File: config.mk
export PLATFORM = sky130hd
export DESIGN_NAME = peak_detector
export DESIGN_NICKNAME = d
export VERILOG_FILES = /design/src/rtl/ppg_pkg.sv /design/src/rtl/sat_counter.sv /design/src/rtl/peak_detector.sv
export SDC_FILE = /design/constraint.sdc
export NUM_CORES = 1
export LEC_CHECK = 0
export ABC_AREA = 0
export CORE_UTILIZATION = 52
export CTS_CLUSTER_SIZE = 8
export DETAILED_ROUTE_END_ITERATION = 12
export GPL_TIMING_DRIVEN = 0
export PLACE_DENSITY_LB_ADDON = 0.08
export SLEW_MARGIN = 20
export SYNTH_ARGS = -nofsm -noshare
export SYNTH_HDL_FRONTEND = slang
export SYNTH_SLANG_ARGS = --single-unit
File: constraint.sdc
create_clock -name clk -period 3.93 [get_ports clk]
set_clock_uncertainty 0.15 [all_clocks]
set_input_delay 0.786 -clock clk [delete_from_list [all_inputs] [get_ports clk]]
set_output_delay 0.786 -clock clk [all_outputs]
set_load 0.01 [all_outputs]
File: src/rtl/ppg_pkg.sv
// Shared types and default widths for the PPG beat-detection datapath.
package ppg_pkg;

  localparam int DATA_W = 20;
  localparam int CNT_W  = 12;

  typedef enum logic [1:0] {
    SEARCH,
    TRACK,
    REFRACTORY
  } pd_state_e;

endpackage

File: src/rtl/sat_counter.sv
// Up-counter that sticks at all-ones; a synchronous load overrides counting.
module sat_counter #(
  parameter int W = 12
) (
  input  logic         clk,
  input  logic         rst,
  input  logic         inc,
  input  logic         load,
  input  logic [W-1:0] load_val,
  output logic [W-1:0] cnt
);

  always_ff @(posedge clk or negedge rst) begin
    if (!rst) begin
      cnt <= '0;
    end else if (load) begin
      cnt <= load_val;
    end else if (inc && (cnt != '1)) begin
      cnt <= cnt + 1'b1;
    end
  end

endmodule

File: src/rtl/peak_detector.sv
// Adaptive-threshold peak detector: tracks each excursion above thr, confirms
// the peak when the signal falls back, and reports the peak-to-peak interval.
module peak_detector #(
  parameter int DATA_W  = ppg_pkg::DATA_W,
  parameter int CNT_W   = ppg_pkg::CNT_W,
  parameter int MIN_THR = 200,
  parameter int REFRACT = 15,
  parameter int TIMEOUT = 400
) (
  input  logic                     clk,
  input  logic                     rst,
  input  logic                     sample_valid,
  input  logic signed [DATA_W-1:0] sample_in,
  output logic                     beat_valid,
  output logic        [CNT_W-1:0]  beat_interval,
  output logic signed [DATA_W-1:0] peak_amp,
  output logic                     lost
);

  import ppg_pkg::*;

  localparam logic signed [DATA_W-1:0] MIN_THR_C = DATA_W'(MIN_THR);
  localparam logic        [CNT_W-1:0]  TIMEOUT_C = CNT_W'(TIMEOUT);
  localparam logic        [CNT_W-1:0]  REFR_LAST = CNT_W'(REFRACT - 1);

  pd_state_e                state;
  logic signed [DATA_W-1:0] thr;
  logic signed [DATA_W-1:0] max_amp;
  logic signed [DATA_W-1:0] half_amp;
  logic signed [DATA_W-1:0] new_thr;
  logic        [CNT_W-1:0]  icnt;
  logic        [CNT_W-1:0]  icnt_plus1;
  logic        [CNT_W-1:0]  max_cnt;
  logic        [CNT_W-1:0]  refr_cnt;
  logic        [CNT_W-1:0]  cnt_load_val;
  logic                     have_prev;
  logic                     above_thr;
  logic                     timeout;
  logic                     confirm;
  logic                     cnt_load;

  always_comb begin
    above_thr    = sample_in > thr;
    timeout      = sample_valid && (icnt >= TIMEOUT_C);
    confirm      = sample_valid && (state == TRACK) && !above_thr && !timeout;
    icnt_plus1   = (&icnt) ? icnt : icnt + 1'b1;
    half_amp     = max_amp >>> 1;
    new_thr      = (half_amp > MIN_THR_C) ? half_amp : MIN_THR_C;
    cnt_load     = timeout || confirm;
    // Re-base the interval counter so it counts from the peak sample, not the confirm.
    cnt_load_val = timeout ? '0 : icnt_plus1 - max_cnt;
  end

  sat_counter #(.W(CNT_W)) u_icnt (
    .clk      (clk),
    .rst      (rst),
    .inc      (sample_valid),
    .load     (cnt_load),
    .load_val (cnt_load_val),
    .cnt      (icnt)
  );

  always_ff @(posedge clk or negedge rst) begin
    if (!rst) begin
      state         <= SEARCH;
      thr           <= MIN_THR_C;
      have_prev     <= 1'b0;
      max_amp       <= '0;
      max_cnt       <= '0;
      refr_cnt      <= '0;
      beat_valid    <= 1'b0;
      lost          <= 1'b0;
      beat_interval <= '0;
      peak_amp      <= '0;
    end else begin
      beat_valid <= 1'b0;
      lost       <= 1'b0;
      if (timeout) begin
        lost      <= 1'b1;
        thr       <= MIN_THR_C;
        have_prev <= 1'b0;
        refr_cnt  <= '0;
        state     <= SEARCH;
      end else if (sample_valid) begin
        case (state)
          SEARCH: begin
            if (above_thr) begin
              state   <= TRACK;
              max_amp <= sample_in;
              max_cnt <= icnt;
            end
          end
          TRACK: begin
            if (!above_thr) begin
              peak_amp <= max_amp;
              thr      <= new_thr;
              refr_cnt <= '0;
              state    <= REFRACTORY;
              if (have_prev) begin
                beat_interval <= max_cnt;
                beat_valid    <= 1'b1;
              end else begin
                have_prev <= 1'b1;
              end
            end else if (sample_in > max_amp) begin
              max_amp <= sample_in;
              max_cnt <= icnt;
            end
          end
          REFRACTORY: begin
            if (refr_cnt >= REFR_LAST) begin
              refr_cnt <= '0;
              state    <= SEARCH;
            end else begin
              refr_cnt <= refr_cnt + 1'b1;
            end
          end
          default: state <= SEARCH;
        endcase
      end
    end
  end

endmodule

**Yosys cells after proc, flatten, opt, wreduce, memory -nomap -nowiden**

Cells that the tools add are included.

- Flip-flop bits (word level): 113
- Word-level logic and storage cells: 90
- Bits of input ports: 23

- Reductions and logical operators: 21
- Mux-type cells: 38
- Magnitude comparators: 5
- Bitwise logic cells: 2
- Equality and inequality tests: 10
- Add/sub/neg operators: 3

Operator list:

| operator | count |
|---|---|
| $mux W20 | 8 |
| $mux W12 | 11 |
| $pmux W12 S2 | 2 |
| $gt A20 B20 Y1 | 2 |
| $pmux W20 S2 | 1 |
| $add A12 B1 Y12 const B | 2 |
| $gt A19 B9 Y1 const B | 1 |
| $ge A12 B4 Y1 const B | 1 |
| $ge A12 B9 Y1 const B | 1 |
| $ne A12 B12 Y1 const B | 1 |
| $reduce_and A12 Y1 | 1 |
| $sub A12 B12 Y12 | 1 |
| $mux W1 | 10 |
| $mux W2 | 5 |
| $ne A3 B3 Y1 const B | 3 |
| $reduce_and A4 Y1 | 2 |
| $reduce_bool A2 Y1 | 4 |
| $pmux W2 S3 | 1 |
| $reduce_and A3 Y1 | 2 |
| $reduce_and A6 Y1 | 1 |
| $logic_and A1 B1 Y1 | 5 |
| $reduce_and A5 Y1 | 1 |
| $ne A2 B1 Y1 const B | 2 |
| $ne A2 B2 Y1 const B | 2 |
| other kinds (7) | 9 |

**Logic depth before layout (Yosys ltp)**

- Depth after elaboration: 6
- Depth in mapped cells: 19
- Depth with buffers taken out: 18

**Hierarchy**

Synthesis repeated with hierarchy kept, for this count alone.

- Cell total of the unflattened synthesis: 611
- Area, all modules: 6475.0 µm²

By module, submodules not included:

| module | area an instance (µm²) | instances | cells an instance | seq. area each (µm²) |
|---|---|---|---|---|
| peak_detector | 5725.5 | 1 | 529 | 2506.2 |
| sat_counter | 749.5 | 1 | 82 | 300.3 |

**Worst setup path after synthesis**

No wires, ideal clock.

- Path kind: flip-flop to flip-flop
- From: reg u_icnt.cnt[0]
- To: reg u_icnt.cnt[8]
- Path slack: -0.044 ns
- Clock period less this slack: 3.974 ns
- Setup time: 0.137 ns
- Required time: 3.643 ns
- Arrival time: 3.687 ns
- Path buffers: 1
- Stages on the path, launching flop included: 20
- Cell sequence: dfrtp_1 -> ha_1 -> nand3_1 -> nor2_1 -> nand2_1 -> nor3_1 -> nand3_1 -> clkbuf_1 -> xnor2_1 -> ha_1 -> inv_1 -> fa_1 -> a21o_1 -> a21oi_1 -> o21bai_1 -> a21oi_1 -> o21ai_0 -> xor2_1 -> a22oi_1 -> a21oi_1

- Cells in the longest elaborated chain, start to end: 6

RTL lines:

| element | line | source |
|---|---|---|
| start: declaration | sat_counter.sv:10 | `output logic [W-1:0] cnt` |
| start signal: assignment | sat_counter.sv:17 | `cnt <= load_val;` |
| start signal: assignment | sat_counter.sv:19 | `cnt <= cnt + 1'b1;` |
| branches (longest 6 deep; another with $add A12 B1 Y12) | - |  |

Parallel ways; which one is timed is not known. The select of a mux whose other input is x is not followed.
A chain may end at the register's enable or synchronous reset.

**Worst setup path after layout**

- From: in sample_in[15]
- To: reg u_icnt.cnt[11]

- Cells in the longest elaborated chain, start to end: 6

RTL lines:

| element | line | source |
|---|---|---|
| start: declaration | peak_detector.sv:13 | `input logic signed [DATA_W-1:0] sample_in,` |
| $gt A20 B20 Y1 * | peak_detector.sv:43 | `above_thr = sample_in > thr;` |
| $logic_not A1 Y1 * | - |  |
| $logic_and A1 B1 Y1 * (2 in a row) | peak_detector.sv:45 | `confirm = sample_valid && (state == TRACK) && !above_thr && !timeout;` |
| $logic_or A1 B1 Y1 * | peak_detector.sv:49 | `cnt_load = timeout \|\| confirm;` |
| $mux W12 / $reduce_bool A2 Y1 (equally long branches) | - |  |

Every way passes the cells marked *; elsewhere a longest branch is shown, timed or not.

==> impl_metrics.yaml <==
finish:
  diodes: 0
  fillers: 924
  final_nets: 765
  drive_gt1_share_pct: 15.9
  design_area_um2: 7470
  syn_to_final_growth_pct: 21.7
route:
  drtIter0Drc: 226
  vias: 4821
  ant_nets: 0
  wl_per_cell_um: 17.2
  drtPass1Iterations: 5
  viasPerCell: 5.78
  drt_wl_total_mm: 14.3
  drcViolationCount: 0
worst_setup_path:
  worst-path-max-fanout: 10
  path_buf_inv: 3
  worstSetupPathType: "input port to register"
  cp_slowest_stage_delay_ns: 0.48
  cp.depth: 11
  cp_top_family: "buffers and inverters"
  critPathCaptureType: "register"
  cp_slowest_cell: "clkdlybuf4s50_1"
  crit_arrival_ns: 3.88
  worstSetupStartpointType: "input port"
  reg2regPathDepth: 19
  required_ns: 3.99
  crit_chain: "clkdlybuf4s50_1, ha_1, nand4_1, or3_1, a211o_1, o2111ai_1, a31o_1, or2_4, buf_2, clkbuf_2, o22ai_1"
power:
  cellLeakagePower_nw: 3.57
  p_per_area_nw_per_um2: 789
  peakVddDrop_mv: 0.546
timing:
  maxSlewViolCount: 0
  fin_crit_sh_pct: 97.3
  rsz0062_at_grt: "yes"
  tightest_slew_ns: 0.762
  fin_crit_ns: 3.82
  tns_ns: 0
  max_freq_mhz: 262
  setup_viol_count_final: 0
  hold_viol: 0
  max-slew-margin-rel_pct: 49.2
clock_network:
  cts_buffers: 9
  ctsHoldBuffers: 0
  clk_latency_ns: 0.36
  cts_tree: "done"
  h-tree-depth: 3
  cts.clk_slew.worst_paths_ns: 0.07
  clockBufferDepth: 2
  cts-root-buf: "clkbuf_16"
  cts_num_sinks: 112
logic_synthesis:
  synth_top_family_by_area: "compound AO/OA/AOI/OAI gates"
  synth_area_leaders: "dfrtp_1 44%, ha_1 11%, mux2_2 7.3%, inv_1 4.0%, nand2_1 3.6%"
  yosys_warnings: 0
  synth-main-ff-cell: "dfrtp_1"
  synth_edf_count: 0
  synthSimpleGateAreaFrac_pct: 12.3
  synthDominantCellAreaShare_pct: 44.4
  async_reset_ff_share_pct: 100
  yosysMostFrequentCell: "dfrtp_1"
  synth-xor-area-share_pct: 2.57
  synthMuxAreaShare_pct: 7.99
  ys_seq_elements: 112
  avgSynthCellArea_um2: 10.2
  synth_fp_nets: 683
  ys_seq_area_share_pct: 45.7
  synth.cell_area_um2: 6140
  ys_types: 55
  ys_top_cells_by_count: "109 x dfrtp_1, 65 x inv_1, 59 x nand2_1"
  synth_fa_ha_area_share_pct: 11.5
  synth_top_cell_by_area: "dfrtp_1"
  syn_inst: 604
  synth-compound-area-share_pct: 14.6
placed_design:
  port_buffers: 55
  place_congestion: 0.885
  place_area_um2: 6910
  dpl.hpwl_mm: 10.2
die:
  core-area_um2: 11500
  die-height_um: 111
  row_count: 39
  die_area_um2: 12200
  fp.dieW_um: 111
  io_pins: 57
  initial_core_util_pct: 53.6
global_route:
  grt_pass1_vias: 4798
  antenna_found_initial: 0
  globalRouteOverflowTotal: 0
  grt_start_max_net_pins: 82
  grtUsageTotal_pct: 24.6
  grt_pass1_wl_mm: 23.9
run:
  cap_viol_max_count: 0
worst_hold_path:
  min_path_type: "input port to asynchronous set/reset pin"
outcome:
  status: "finished, final reports clean"
## placed cells by master (no fill, tap or decap), types with 4 or more instances in the layout
cell type / count
inv_1: 65
and3_1: 11
mux2i_1: 4
clkbuf_16: 9
o22ai_1: 4
a22oi_1: 6
a22o_1: 15
o21ai_1: 5
buf_4: 16
clkdlybuf4s50_1: 54
nor2_1: 25
xnor2_1: 12
nor3_1: 8
clkbuf_1: 8
ha_1: 54
nor2b_1: 7
nand4_1: 9
buf_6: 4
nand2_1: 57
a21o_1: 6
mux2_2: 40
nor4_1: 6
o21ai_0: 29
nand3_1: 9
xor2_1: 6
a21oi_1: 26
dfrtp_1: 108
buf_2: 4
## routing by layer
layer  wire length, um  track usage, %  share of wire, %
met4               246            6.93               1.7
met3               697            6.29               4.9
met5                 0               0                 0
met2              6770            40.5                47
met1              6600            32.0                46
## flip-flops by register name, indices dropped and copies added, names as in the netlist
signal,flops
peak_amp,20
lost,1
thr,19
state,2
refr_cnt,12
beat_valid,1
max_cnt,12
have_prev,1
beat_interval,12
u_icnt.cnt,12
max_amp,20
## final timing paths
path,slack (ns),from,endpoint
setup reg to reg,0.14,u_icnt.cnt[0],u_icnt.cnt[8]
min in group clk,0.33,peak_amp[2],peak_amp[2]
hold reg to reg,0.33,peak_amp[2],peak_amp[2]
max in group asynchronous,2.78,rst,refr_cnt[0]
setup / recovery,0.11,sample_in[15],u_icnt.cnt[11]
hold / removal,0.16,rst,u_icnt.cnt[0]
## kinds of logic after synthesis
| family | Yosys count |
|---|---|
| adder cells (fa/ha/maj) | 56 |
| multiplexers | 44 |
| flip-flops | 112 |
| AND/OR/NAND/NOR | 156 |
| AO/OA/AOI/OAI | 133 |
| XOR/XNOR | 18 |
| buffers and inverters | 85 |
## timing repair
action / in CTS / in global routing
resized for setup: 23 / 17
pin swaps: 5 / 8
buffers inserted: 12 / 4
setup endpoints to repair: 46 / 69
## power breakdown
part / internal (mW) / total (mW) / switching [mW] / leakage [nW]
clock: 0.515 / 0.947 / 0.432 / 0.153
sequential: 1.56 / 1.90 / 0.334 / 1.44
combinational: 1.41 / 3.05 / 1.64 / 1.97
total: 3.49 / 5.90 / 2.40 / 3.57
## per-stage QoR
stage | util, % | power [mW] | std cells | worst slack [ns] | hold WS, ns
after floorplan | - | 3.82 | 604 | 0.0811 | 0.297
after global placement | 60.0 | 4.63 | 802 | -2.34 | 0.310
after detailed placement | 60.2 | 4.73 | 803 | -0.730 | 0.323
after CTS | 64.3 | 5.80 | 831 | 0.00798 | 0.159
after global routing | 65.1 | 6.31 | 834 | -0.0378 | 0.174
final | 65.1 | 5.90 | 834 | 0.107 | 0.159
## layout make-up
type	instances	area, um2	share of cell area, %
Tap cell	143	179	2.39
Multi-Input combinational cell	407	3120	41.8
Clock buffer	10	239	3.20
Timing Repair Buffer	72	699	9.36
Inverter	65	244	3.27
Clock inverter	6	66.3	0.888
Buffer	19	115	1.54
Sequential cell	112	2810	37.6
## worst reg2reg max path: stages, from the launching register on
cell	delay (ns)
dfrtp_2	0.42
ha_4	0.17
nand3_2	0.14
nor2_4	0.13
nand2_2	0.10
nor3_4	0.18
nand3_2	0.12
clkbuf_8	0.19
xnor2_1	0.15
ha_1	0.19
inv_1	0.06
fa_1	0.40
a21o_1	0.19
a21oi_2	0.19
o21bai_1	0.10
a21oi_2	0.23
o21ai_2	0.13
xor2_1	0.16
a22oi_1	0.16
a21oi_1	0.09
Note: power is estimated with default switching activity, not from simulation.
